==> config.mk <==
export PLATFORM = sky130hd
export DESIGN_NAME = spi_scheduler
export DESIGN_NICKNAME = d
export VERILOG_FILES = /design/src/rtl/spi_pkg.sv /design/src/rtl/spi_rr_arbiter.sv /design/src/rtl/spi_scheduler.sv
export SDC_FILE = /design/constraint.sdc
export NUM_CORES = 1
export LEC_CHECK = 0
export ABC_AREA = 1
export CAP_MARGIN = 20
export CORE_MARGIN = 2
export CORE_UTILIZATION = 55
export CTS_BUF_LIST = sky130_fd_sc_hd__clkbuf_4 sky130_fd_sc_hd__clkbuf_8
export DETAILED_ROUTE_END_ITERATION = 16
export PLACE_DENSITY_LB_ADDON = 0.12
export SYNTH_ARGS = -nofsm -noshare
export SYNTH_HDL_FRONTEND = slang
export SYNTH_SLANG_ARGS = --single-unit
==> constraint.sdc <==
create_clock -name i_clk -period 3.6 [get_ports i_clk]
set_input_delay 0.9 -clock i_clk [delete_from_list [all_inputs] [get_ports i_clk]]
set_output_delay 0.9 -clock i_clk [all_outputs]
set_load 0.005 [all_outputs]
==> src/rtl/spi_pkg.sv <==
// Shared types and constants for the SPI scheduler.
// Used by spi_scheduler; the optional SPI_SCHED_CFG_CACHE_EN feature lives in the top.
package spi_pkg;

  localparam int BYTE_W  = 8;
  localparam int RATIO_W = 8;
  localparam int MODE_W  = 2;
  localparam int CFG_W   = RATIO_W + MODE_W + 1;

  // Ratios below this value cannot produce a valid SCLK and are promoted to it
  localparam logic [RATIO_W-1:0] MIN_RATIO = 8'd2;

  typedef enum logic [3:0] {
    ST_IDLE       = 4'd0,
    ST_ARB        = 4'd1,
    ST_CFG_ISSUE  = 4'd2,
    ST_CFG_WAIT   = 4'd3,
    ST_CS_SETUP   = 4'd4,
    ST_BYTE_ISSUE = 4'd5,
    ST_BYTE_WAIT  = 4'd6,
    ST_BYTE_NEXT  = 4'd7,
    ST_CS_HOLD    = 4'd8
  } spi_state_t;

  typedef struct packed {
    logic [RATIO_W-1:0] ratio;
    logic [MODE_W-1:0]  mode;
    logic               valid;
  } spi_cfg_t;

  // Build a controller configuration word, clamping unusable ratios
  function automatic spi_cfg_t make_cfg(input logic [RATIO_W-1:0] ratio,
                                        input logic [MODE_W-1:0]  mode);
    spi_cfg_t c;
    c.ratio = (ratio < MIN_RATIO) ? MIN_RATIO : ratio;
    c.mode  = mode;
    c.valid = 1'b1;
    return c;
  endfunction

endpackage

==> src/rtl/spi_rr_arbiter.sv <==
// Round-robin arbiter: one-hot grant of the first requester at or after the
// priority pointer. On i_advance the pointer moves to the one after the grantee.
module spi_rr_arbiter #(
  parameter int NUM_REQ = 2
) (
  input  logic               i_clk,
  input  logic               i_rst_n,
  input  logic [NUM_REQ-1:0] i_req,
  input  logic               i_advance,
  output logic [NUM_REQ-1:0] o_grant
);

  localparam int IDW = $clog2(NUM_REQ);

  logic [IDW-1:0] r_ptr;
  logic [IDW-1:0] w_idx;
  logic [IDW-1:0] w_next_ptr;
  logic           w_found;

  // Scan requesters starting at the pointer, first hit wins
  always_comb begin
    o_grant    = '0;
    w_next_ptr = r_ptr;
    w_found    = 1'b0;
    w_idx      = '0;
    for (int off = 0; off < NUM_REQ; off++) begin
      w_idx = IDW'((int'(r_ptr) + off) % NUM_REQ);
      if (!w_found && i_req[w_idx]) begin
        w_found        = 1'b1;
        o_grant[w_idx] = 1'b1;
        w_next_ptr     = (w_idx == IDW'(NUM_REQ - 1)) ? '0 : w_idx + 1'b1;
      end
    end
  end

  // Priority pointer, moved past the grantee when a grant is taken
  always_ff @(posedge i_clk or negedge i_rst_n) begin
    if (!i_rst_n)       r_ptr <= '0;
    else if (i_advance) r_ptr <= w_next_ptr;
  end

endmodule

==> src/rtl/spi_scheduler.sv <==
// Shares one SPI controller among NUM_REQ requesters: round-robin burst
// arbitration, controller configuration, chip-select framing with CS_GAP
// guard cycles, and per-byte command/response handshaking.
// Optional feature macro: SPI_SCHED_CFG_CACHE_EN skips reconfiguration when the
// grantee's {ratio, mode} matches the last configuration issued.
module spi_scheduler
  import spi_pkg::*;
#(
  parameter int NUM_REQ = 2,
  parameter int CS_GAP  = 2
) (
  input  logic                       i_clk,
  input  logic                       i_rst_n,
  input  logic [NUM_REQ-1:0]         i_req_valid,
  input  logic [BYTE_W*NUM_REQ-1:0]  i_req_data,
  input  logic [NUM_REQ-1:0]         i_req_last,
  input  logic [MODE_W*NUM_REQ-1:0]  i_req_mode,
  input  logic [RATIO_W*NUM_REQ-1:0] i_req_ratio,
  output logic [NUM_REQ-1:0]         o_req_ready,
  output logic [BYTE_W-1:0]          o_rsp_data,
  output logic                       o_rsp_valid,
  output logic [$clog2(NUM_REQ)-1:0] o_rsp_id,
  output logic                       o_rsp_last,
  output logic [NUM_REQ-1:0]         o_cs_n,
  output logic [CFG_W-1:0]           o_spi_config,
  output logic [BYTE_W-1:0]          o_spi_tx,
  output logic                       o_spi_tx_valid,
  input  logic                       i_spi_ready,
  input  logic [BYTE_W-1:0]          i_spi_rx
);

  localparam int IDW      = $clog2(NUM_REQ);
  localparam int CNT_W    = 16;
  localparam int GAP_LAST = (CS_GAP > 0) ? CS_GAP - 1 : 0;

  spi_state_t          r_state;
  logic [NUM_REQ-1:0]  r_gnt_oh;
  logic [IDW-1:0]      r_gnt_idx;
  spi_cfg_t            r_cfg;
  logic [BYTE_W-1:0]   r_tx;
  logic                r_last;
  logic [NUM_REQ-1:0]  r_req_ready;
  logic [BYTE_W-1:0]   r_rsp_data;
  logic                r_rsp_valid;
  logic [IDW-1:0]      r_rsp_id;
  logic                r_rsp_last;
  logic [CNT_W-1:0]    r_cnt;

  logic [BYTE_W-1:0]   w_data  [NUM_REQ];
  logic [RATIO_W-1:0]  w_ratio [NUM_REQ];
  logic [MODE_W-1:0]   w_mode  [NUM_REQ];
  logic [NUM_REQ-1:0]  w_grant;
  logic [IDW-1:0]      w_arb_idx;
  spi_cfg_t            w_arb_cfg;
  logic                w_cache_hit;
  logic                w_advance;
  logic                w_cs_active;
  logic                w_gap_done;

  for (genvar g = 0; g < NUM_REQ; g++) begin : g_unpack
    assign w_data[g]  = i_req_data[BYTE_W*g +: BYTE_W];
    assign w_ratio[g] = i_req_ratio[RATIO_W*g +: RATIO_W];
    assign w_mode[g]  = i_req_mode[MODE_W*g +: MODE_W];
  end

  // The pointer moves when ARB takes a grant, so the next ARB favours grantee+1
  assign w_advance = (r_state == ST_ARB);

  spi_rr_arbiter #(.NUM_REQ(NUM_REQ)) u_arb (
    .i_clk     (i_clk),
    .i_rst_n   (i_rst_n),
    .i_req     (i_req_valid),
    .i_advance (w_advance),
    .o_grant   (w_grant)
  );

  // One-hot grant to index
  always_comb begin
    w_arb_idx = '0;
    for (int i = 0; i < NUM_REQ; i++)
      if (w_grant[i]) w_arb_idx = IDW'(i);
  end

  assign w_arb_cfg  = make_cfg(w_ratio[w_arb_idx], w_mode[w_arb_idx]);
  assign w_gap_done = (r_cnt == CNT_W'(GAP_LAST));

`ifdef SPI_SCHED_CFG_CACHE_EN
  spi_cfg_t r_cache_cfg;
  logic     r_cache_vld;

  assign w_cache_hit = r_cache_vld && (r_cache_cfg == w_arb_cfg);

  // Remember the configuration the controller accepted last
  always_ff @(posedge i_clk or negedge i_rst_n) begin
    if (!i_rst_n) begin
      r_cache_cfg <= '0;
      r_cache_vld <= 1'b0;
    end else if (r_state == ST_CFG_WAIT && i_spi_ready) begin
      r_cache_cfg <= r_cfg;
      r_cache_vld <= 1'b1;
    end
  end
`else
  assign w_cache_hit = 1'b0;
`endif

  // Burst sequencer: arbitration, configuration, CS framing and byte handshakes
  always_ff @(posedge i_clk or negedge i_rst_n) begin
    if (!i_rst_n) begin
      r_state     <= ST_IDLE;
      r_gnt_oh    <= '0;
      r_gnt_idx   <= '0;
      r_cfg       <= '0;
      r_tx        <= '0;
      r_last      <= 1'b0;
      r_req_ready <= '0;
      r_rsp_data  <= '0;
      r_rsp_valid <= 1'b0;
      r_rsp_id    <= '0;
      r_rsp_last  <= 1'b0;
      r_cnt       <= '0;
    end else begin
      r_req_ready <= '0;
      r_rsp_valid <= 1'b0;
      case (r_state)
        ST_IDLE:
          if (|i_req_valid && i_spi_ready) r_state <= ST_ARB;
        ST_ARB:
          if (|w_grant) begin
            r_gnt_oh  <= w_grant;
            r_gnt_idx <= w_arb_idx;
            r_cfg     <= w_arb_cfg;
            r_cnt     <= '0;
            r_state   <= w_cache_hit ? ST_CS_SETUP : ST_CFG_ISSUE;
          end else begin
            r_state <= ST_IDLE;
          end
        ST_CFG_ISSUE:
          if (!i_spi_ready) r_state <= ST_CFG_WAIT;
        ST_CFG_WAIT:
          if (i_spi_ready) begin
            r_cnt   <= '0;
            r_state <= ST_CS_SETUP;
          end
        ST_CS_SETUP:
          if (w_gap_done) begin
            r_tx        <= w_data[r_gnt_idx];
            r_last      <= i_req_last[r_gnt_idx];
            r_req_ready <= r_gnt_oh;
            r_state     <= ST_BYTE_ISSUE;
          end else begin
            r_cnt <= r_cnt + 1'b1;
          end
        ST_BYTE_ISSUE:
          if (!i_spi_ready) r_state <= ST_BYTE_WAIT;
        ST_BYTE_WAIT:
          if (i_spi_ready) begin
            r_rsp_data  <= i_spi_rx;
            r_rsp_id    <= r_gnt_idx;
            r_rsp_last  <= r_last;
            r_rsp_valid <= 1'b1;
            r_cnt       <= '0;
            r_state     <= r_last ? ST_CS_HOLD : ST_BYTE_NEXT;
          end
        ST_BYTE_NEXT:
          if (i_req_valid[r_gnt_idx]) begin
            r_tx        <= w_data[r_gnt_idx];
            r_last      <= i_req_last[r_gnt_idx];
            r_req_ready <= r_gnt_oh;
            r_state     <= ST_BYTE_ISSUE;
          end
        ST_CS_HOLD:
          if (w_gap_done) r_state <= ST_IDLE;
          else            r_cnt   <= r_cnt + 1'b1;
        default:
          r_state <= ST_IDLE;
      endcase
    end
  end

  // Chip select follows the state register directly so reset releases it at once
  always_comb begin
    w_cs_active = 1'b0;
    case (r_state)
      ST_CS_SETUP, ST_BYTE_ISSUE, ST_BYTE_WAIT, ST_BYTE_NEXT, ST_CS_HOLD:
        w_cs_active = 1'b1;
      default:
        w_cs_active = 1'b0;
    endcase
  end

  assign o_cs_n         = w_cs_active ? ~r_gnt_oh : '1;
  assign o_spi_config   = (r_state == ST_CFG_ISSUE) ? r_cfg : spi_cfg_t'('0);
  assign o_spi_tx       = r_tx;
  assign o_spi_tx_valid = (r_state == ST_BYTE_ISSUE);
  assign o_req_ready    = r_req_ready;
  assign o_rsp_data     = r_rsp_data;
  assign o_rsp_valid    = r_rsp_valid;
  assign o_rsp_id       = r_rsp_id;
  assign o_rsp_last     = r_rsp_last;

endmodule

==> impl_metrics.csv, run 1 <==
group,metric,value,unit
outcome,outcome,"finished, final reports clean",
yosys,ys_types,30,
yosys,syn_inst,486,
floorplanning,pin_count,86,
route,ant_nets,0,
floorplanning,die_w,82.3,µm
setup_path,worst-path-buf-inv,3,
clock_network,clk_path_buf_depth,2,
setup_path,cp_cell_sequence,"nor2_4 -> inv_2 -> nor2_1 -> inv_1 -> nor2_1 -> clkdlybuf4s50_1",
setup_path,regToRegSetupSlack,1760,ps
global_routing,grt_usage,0.241,
setup_path,critPathMaxStageDelay,510,ps
setup_path,critPathSlowestCell,"clkdlybuf4s50_1",
yosys,ys_ff_latch,56,
global_routing,grt_first_pass_wirelength,12700,µm
clock_network,cts_sinks,56,
power,pwr-share-seq,0.370,
route,routedWlPerCell,12.5,µm
clock_network,cts_root_buffer,"clkbuf_8",
setup_path,r2r_cells,7,
floorplanning,num_rows,28,
sta,finalCriticalPeriod,2970,ps
setup_path,cp_max_fo,11,
placement,place.gp.congestion,0.951,
power,powerDensity,616,nW/µm²
sta,fin_ws,631,ps
floorplanning,dieArea,6780,µm²
setup_path,regToRegEndpoint,"r_cfg[2]",
floorplanning,die_h,82.3,µm
route,drt_first_iter_violations,132,
clock_network,cts.hold.buffers_added,0,
sta,slew_headroom,0.589,
power,clock_power_share,0.140,
setup_path,cp-end-kind,"output pin",
setup_path,critPathArrivalTime,2070,ps
yosys,synth_area,3380,µm²
setup_path,path_class,"flip-flop to output pin",
yosys,synth_top_family_by_area,"simple AND/OR/NAND/NOR gates",
power,switching_share,0.422,
sta,clock_skew,9.07,ps
floorplanning,initial_core_util,0.570,
cells_and_area,layout-drive-gt1-share,0.0810,
global_routing,grt_start_max_net_pins,33,
route,firstDrtPassIters,5,
yosys,ys_seq_area_frac,0.415,
sta,worst_pin_slew,614,ps
power,combPwrFrac,0.490,
placement,dpl.hpwl,6070,µm
setup_path,cp_top_family,"buffers and inverters",
clock_network,post_cts_resized,0,
cells_and_area,area_growth,28.6,%
clock_network,clk_pin_slew,110,ps
sta,setup_tns,0,ps
clock_network,post_cts_buffers,0,
yosys,synth.avg_cell_area,6.95,µm²
cells_and_area,seq_area,1400,µm²
yosys,muxShareOfSynthArea,0,
sta,period_share,0.825,
power,switchingPower,1130,µW
yosys,synth.net_count,539,
setup_path,cp_data_required_time,2700,ps
yosys,yosys.area_share.simple,0.439,
yosys,yosys_warnings,0,
power,ir_worst_vdd,0.360,mV
sta,clock.fmax,337,MHz
job,cap_viol_max_count,0,
sta,drv_slew,0,
cells_and_area,final_cell_mix,"nand2_1, clkdlybuf4s50_1, dfrtp_1",
clock_network,clk_latency,320,ps
cells_and_area,final_nets,620,
clock_network,cts_buffers,5,
sta,rsz0062_at_grt,"no",
floorplanning,core,5920,µm²
cells_and_area,fillers,487,
route,vias_per_cell,5.17,
sta,setup_viol,0,
global_routing,antenna_found_initial,0,
yosys,synth_compound_gate_area_share,0.0486,
cells_and_area,multi_input_area,1670,µm²
global_routing,grt_pass1_vias,2996,
hold_path,hold_class,"flip-flop to flip-flop",
power,p_int,1550,µW
yosys,synth_xor_area_frac,0,
clock_network,htreeDepth,2,
placement,numPortBuffers,85,
route,dr_total_vias,3326,
setup_path,cp-endpoint,"o_spi_config[2]",
route,route.detailed.drc,0,
setup_path,crit_top_cell,"nor2_1",
power,leakage,0.00222,µW
clock_network,cts_tree,"built",
setup_path,cp.depth,6,
global_routing,overflow,0,
yosys,synthAdderAreaFrac,0.00741,
route,totalWireLength,8010,µm
setup_path,critPathLaunchType,"flip-flop",
sta,hold_viol_final,0,
setup_path,reg2reg_from,"r_state[3]",
cells_and_area,diodes,0,
setup_path,cp-startpoint,"r_state[3]",
placement,place_ws,877,ps
cells_and_area,layout_commonest_cell,"nand2_1",
-- logic make-up (layout without fill, tap and decap cells) --
kind of cell             count (synthesis)  count (layout)
AND/OR/NAND/NOR                        328             328
buffers and inverters                   71             153
flip-flops                              56              56
AO/OA/AOI/OAI                           29              29
adder cells (fa/ha/maj)                  2               2
-- stage by stage --
stage / cells / power (µW) / hold slack, ps / instance area (µm²) / utilization
after floorplan: 486 / 1820 / 422 / 3380 / -
after global placement: 635 / 2270 / 451 / 4250 / 0.717
after detailed placement: 635 / 2320 / 443 / 4250 / 0.717
after CTS: 643 / 2690 / 469 / 4340 / 0.733
after global routing: 643 / 2890 / 507 / 4340 / 0.733
final: 643 / 2670 / 462 / 4340 / 0.733
-- per-layer routing --
| layer | GRT usage | wire [µm] | vias up | part of all wire |
|---|---|---|---|---|
| met4 | 0.0883 | 137 | 0 | 0.017 |
| met1 | 0.294 | 3410 | 1537 | 0.43 |
| met2 | 0.419 | 4080 | 88 | 0.51 |
| met5 | 0 | 0 | - | 0 |
| li1 | - | - | 1687 | - |
| met3 | 0.0478 | 383 | 14 | 0.048 |
-- cells in the mapped netlist --
cell      count  area (µm²)
nor2_4        2        22.5
and3_1        1        6.26
o21ai_0      14        70.1
buf_4         2        15.0
buf_6         3        33.8
nand3b_1      3        22.5
nand2_1     186         698
nand2_2       6        37.5
or2_0         1        6.26
inv_2         5        18.8
ha_1          2        25.0
nor3_1        9        45.0
nand2_4       3        33.8
nor2_2        4        25.0
dfrtp_1      56        1400
a21oi_2       1        8.76
nor2_1       45         169
nor3_2        1        10.0
o21ai_1       2        10.0
a21oi_1       5        25.0
nand3_1      43         215
or2_2         2        12.5
o211ai_1      2        15.0
nand4_1      11        68.8
buf_2         5        25.0
nand3_2      11         110
clkbuf_1      3        11.3
inv_1        53         199
o21bai_1      3        22.5
o22ai_1       2        12.5
-- worst min-delay path by stage --
stage / end / depth (start not counted) / slack (ps) / start
after CTS: r_cfg[0] / 2 / 470 / r_cfg[0]
final: r_cfg[0] / 2 / 460 / r_cfg[0]
after detailed placement: r_cfg[0] / 2 / 440 / r_cfg[0]
after floorplan: r_cfg[0] / 2 / 420 / r_cfg[0]
after global routing: r_cfg[0] / 2 / 510 / r_cfg[0]
after global placement: r_cfg[0] / 2 / 450 / r_cfg[0]
-- cell type report --
| class | count | area share |
|---|---|---|
| Tap cell | 75 | 0.0216 |
| Clock inverter | 3 | 0.00634 |
| Sequential cell | 56 | 0.323 |
| Inverter | 58 | 0.0501 |
| Timing Repair Buffer | 87 | 0.198 |
| Multi-Input combinational cell | 359 | 0.385 |
| Clock buffer | 5 | 0.0159 |
-- power by group through the flow --
stage	Clock (µW)	Combinational, µW	Sequential [µW]
after detailed placement	0	1320	998
after floorplan	0	853	968
after CTS	380	1320	990
after global placement	0	1280	995
after global routing	403	1470	1020
final	374	1310	991
-- state kept, by name, summed over array words and instances, names as in the netlist --
signal,count
u_arb.r_ptr,1
o_spi_tx,8
r_cnt,16
r_gnt_oh,1
r_state,4
o_rsp_data,8
o_rsp_last,1
r_gnt_idx,1
o_rsp_id,1
o_rsp_valid,1
r_cfg,11
r_last,1
o_req_ready,2
-- tightest hold or removal path: stages, from the launching register on --
cell and delay (ps):
dfrtp_1 340, inv_1 50, nand2_1 50
Note: power is estimated with default switching activity, not from simulation.
==> run 2, diff against run 1 <==
CORE_UTILIZATION = 51   (was 55)
clock period = 3.1 ns   (was 3.6 ns; I/O delays follow)
==> run 2 against run 1 <==
Compared with the run above: clock power is 15% higher; routed wire length increased by 1.4%; hold slack worse by 14 ps; non-clock buffer count rose by 2; sequential share of layout area is 0.11 points lower; via count is 1.4% lower; first-iteration DRC count rose by 60%; final cell count is 0.62% higher; count of clock-buffer cells in the layout stayed put; highest routed layer unchanged; critical endpoint unchanged; combinational power increased by 18%; core utilization down 5.1 points.
==> impl_metrics.csv, run 2 (same netlist as run 1, synthesis figures left out) <==
group,metric,value,unit
sta,hold_viol_final,0,
global_routing,grt_usage,0.236,
job,cap_viol_max_count,0,
cells_and_area,area_growth,29.1,%
cells_and_area,design_area,4360,µm²
global_routing,grt_start_max_net_pins,27,
hold_path,hold_class,"primary input to asynchronous set/reset pin",
cells_and_area,diodes,0,
route,totalWireLength,8120,µm
setup_path,critPathMaxStageDelay,520,ps
cells_and_area,final_cell_mix,"nand2_1, clkdlybuf4s50_1, dfrtp_1",
clock_network,clk_pin_slew,110,ps
sta,setup_viol,0,
floorplanning,core,6390,µm²
global_routing,grt_first_pass_wirelength,14100,µm
setup_path,cp_max_fo,11,
floorplanning,num_rows,29,
setup_path,critPathSlowestCell,"clkdlybuf4s50_1",
clock_network,cts_buffers,5,
floorplanning,initial_core_util,0.529,
clock_network,htreeDepth,2,
floorplanning,die_w,85.4,µm
setup_path,cp-end-kind,"output pin",
sta,finalCriticalPeriod,2890,ps
floorplanning,pin_count,86,
cells_and_area,layout_commonest_cell,"nand2_1",
floorplanning,die_h,85.4,µm
cells_and_area,fillers,547,
global_routing,overflow,0,
setup_path,critPathArrivalTime,2120,ps
power,leakage,0.00223,µW
cells_and_area,multi_input_area,1670,µm²
clock_network,post_cts_buffers,0,
clock_network,post_cts_resized,0,
clock_network,clk_latency,320,ps
global_routing,grt_pass1_vias,3179,
clock_network,cts_tree,"built",
setup_path,cp_cell_sequence,"nor2_4 -> inv_2 -> nor2_1 -> inv_1 -> nor2_1 -> clkdlybuf4s50_1",
route,firstDrtPassIters,4,
clock_network,clk_path_buf_depth,2,
sta,rsz0062_at_grt,"no",
clock_network,cts_root_buffer,"clkbuf_8",
cells_and_area,layout-drive-gt1-share,0.0842,
floorplanning,dieArea,7290,µm²
placement,dpl-instance-area,4260,µm²
placement,dpl.hpwl,6340,µm
placement,place.gp.congestion,0.935,
route,route.detailed.drc,0,
route,ant_nets,0,
sta,clock_skew,9.68,ps
route,drt_first_iter_violations,211,
cells_and_area,top_regs,"r_cnt (16), r_cfg (11)",
sta,worst_pin_slew,596,ps
sta,slew_headroom,0.603,
placement,numPortBuffers,85,
global_routing,antenna_found_initial,0,
route,vias_per_cell,5.07,
clock_network,cts.hold.buffers_added,0,
power,ir_worst_vdd,0.355,mV
cells_and_area,top_register,"r_cnt",
power,powerDensity,716,nW/µm²
clock_network,cts_sinks,56,
cells_and_area,seq_area,1400,µm²
sta,period_share,0.933,
outcome,outcome,"finished, final reports clean",
setup_path,critPathLaunchType,"flip-flop",
setup_path,cp_data_required_time,2320,ps
route,dr_total_vias,3279,
cells_and_area,largest_reg_flops,16,
cells_and_area,final_nets,622,
route,routedWlPerCell,12.5,µm
sta,drv_slew,0,
setup_path,path_class,"flip-flop to output pin",
sta,clock.fmax,346,MHz
setup_path,crit_top_cell,"nor2_1",
sta,setup_tns,0,ps
## run 2: layer usage
metal  share of wire  GRT usage
met3           0.049     0.0535
met5               0          0
met2            0.49      0.398
met4           0.011     0.0577
met1            0.45      0.308
## run 2: final cells by class
class,count,share of cell area
well taps,77,0.0221
clock buffers,5,0.0158
inverters,58,0.0500
flip-flops and latches,56,0.322
clock inverters,3,0.00574
multi-input cells,359,0.384
repair buffers,89,0.201
## run 2: worst max-delay path: cells and delay by family, from the launching register on
family	cells	cell delay, ps
AND/OR/NAND/NOR	3	530
buffers and inverters	3	790
flip-flops	1	480
## run 2: final timing paths
| kind | startpoint | to | slack, ps | depth (start not counted) |
|---|---|---|---|---|
| max in group asynchronous | i_rst_n | r_cfg[3] | 1990 | 2 |
| min reg2reg | r_cfg[0] | r_cfg[0] | 470 | 2 |
| min in group i_clk | r_cfg[0] | r_cfg[0] | 470 | 2 |
| min | i_rst_n | r_cnt[1] | 450 | 1 |
| max | r_state[3] | o_spi_config[2] | 210 | 6 |
| max reg2reg | r_state[0] | r_cnt[1] | 1370 | 6 |
## run 2: report_power, final
group / internal, µW / leakage (µW) / switching, µW
Clock: 166 / 0.0000452 / 264
Sequential: 971 / 0.000720 / 180
Combinational: 666 / 0.00146 / 874
## run 2: stage by stage
stage | utilization | power, µW | instances | hold WS (ps) | setup WS, ps
after global routing | 0.682 | 3390 | 647 | 480 | 61.4
after floorplan | - | 2110 | 486 | 422 | 1150
after detailed placement | 0.668 | 2710 | 639 | 447 | 566
after global placement | 0.668 | 2670 | 639 | 449 | 578
final | 0.682 | 3120 | 647 | 447 | 208
after CTS | 0.682 | 3140 | 647 | 461 | 186
==> run 3, diff against run 2 <==
SLEW_MARGIN = 5   (was unset)
==> results of run 3 <==
Final layout, timing and power as in run 2 (identical DEF).
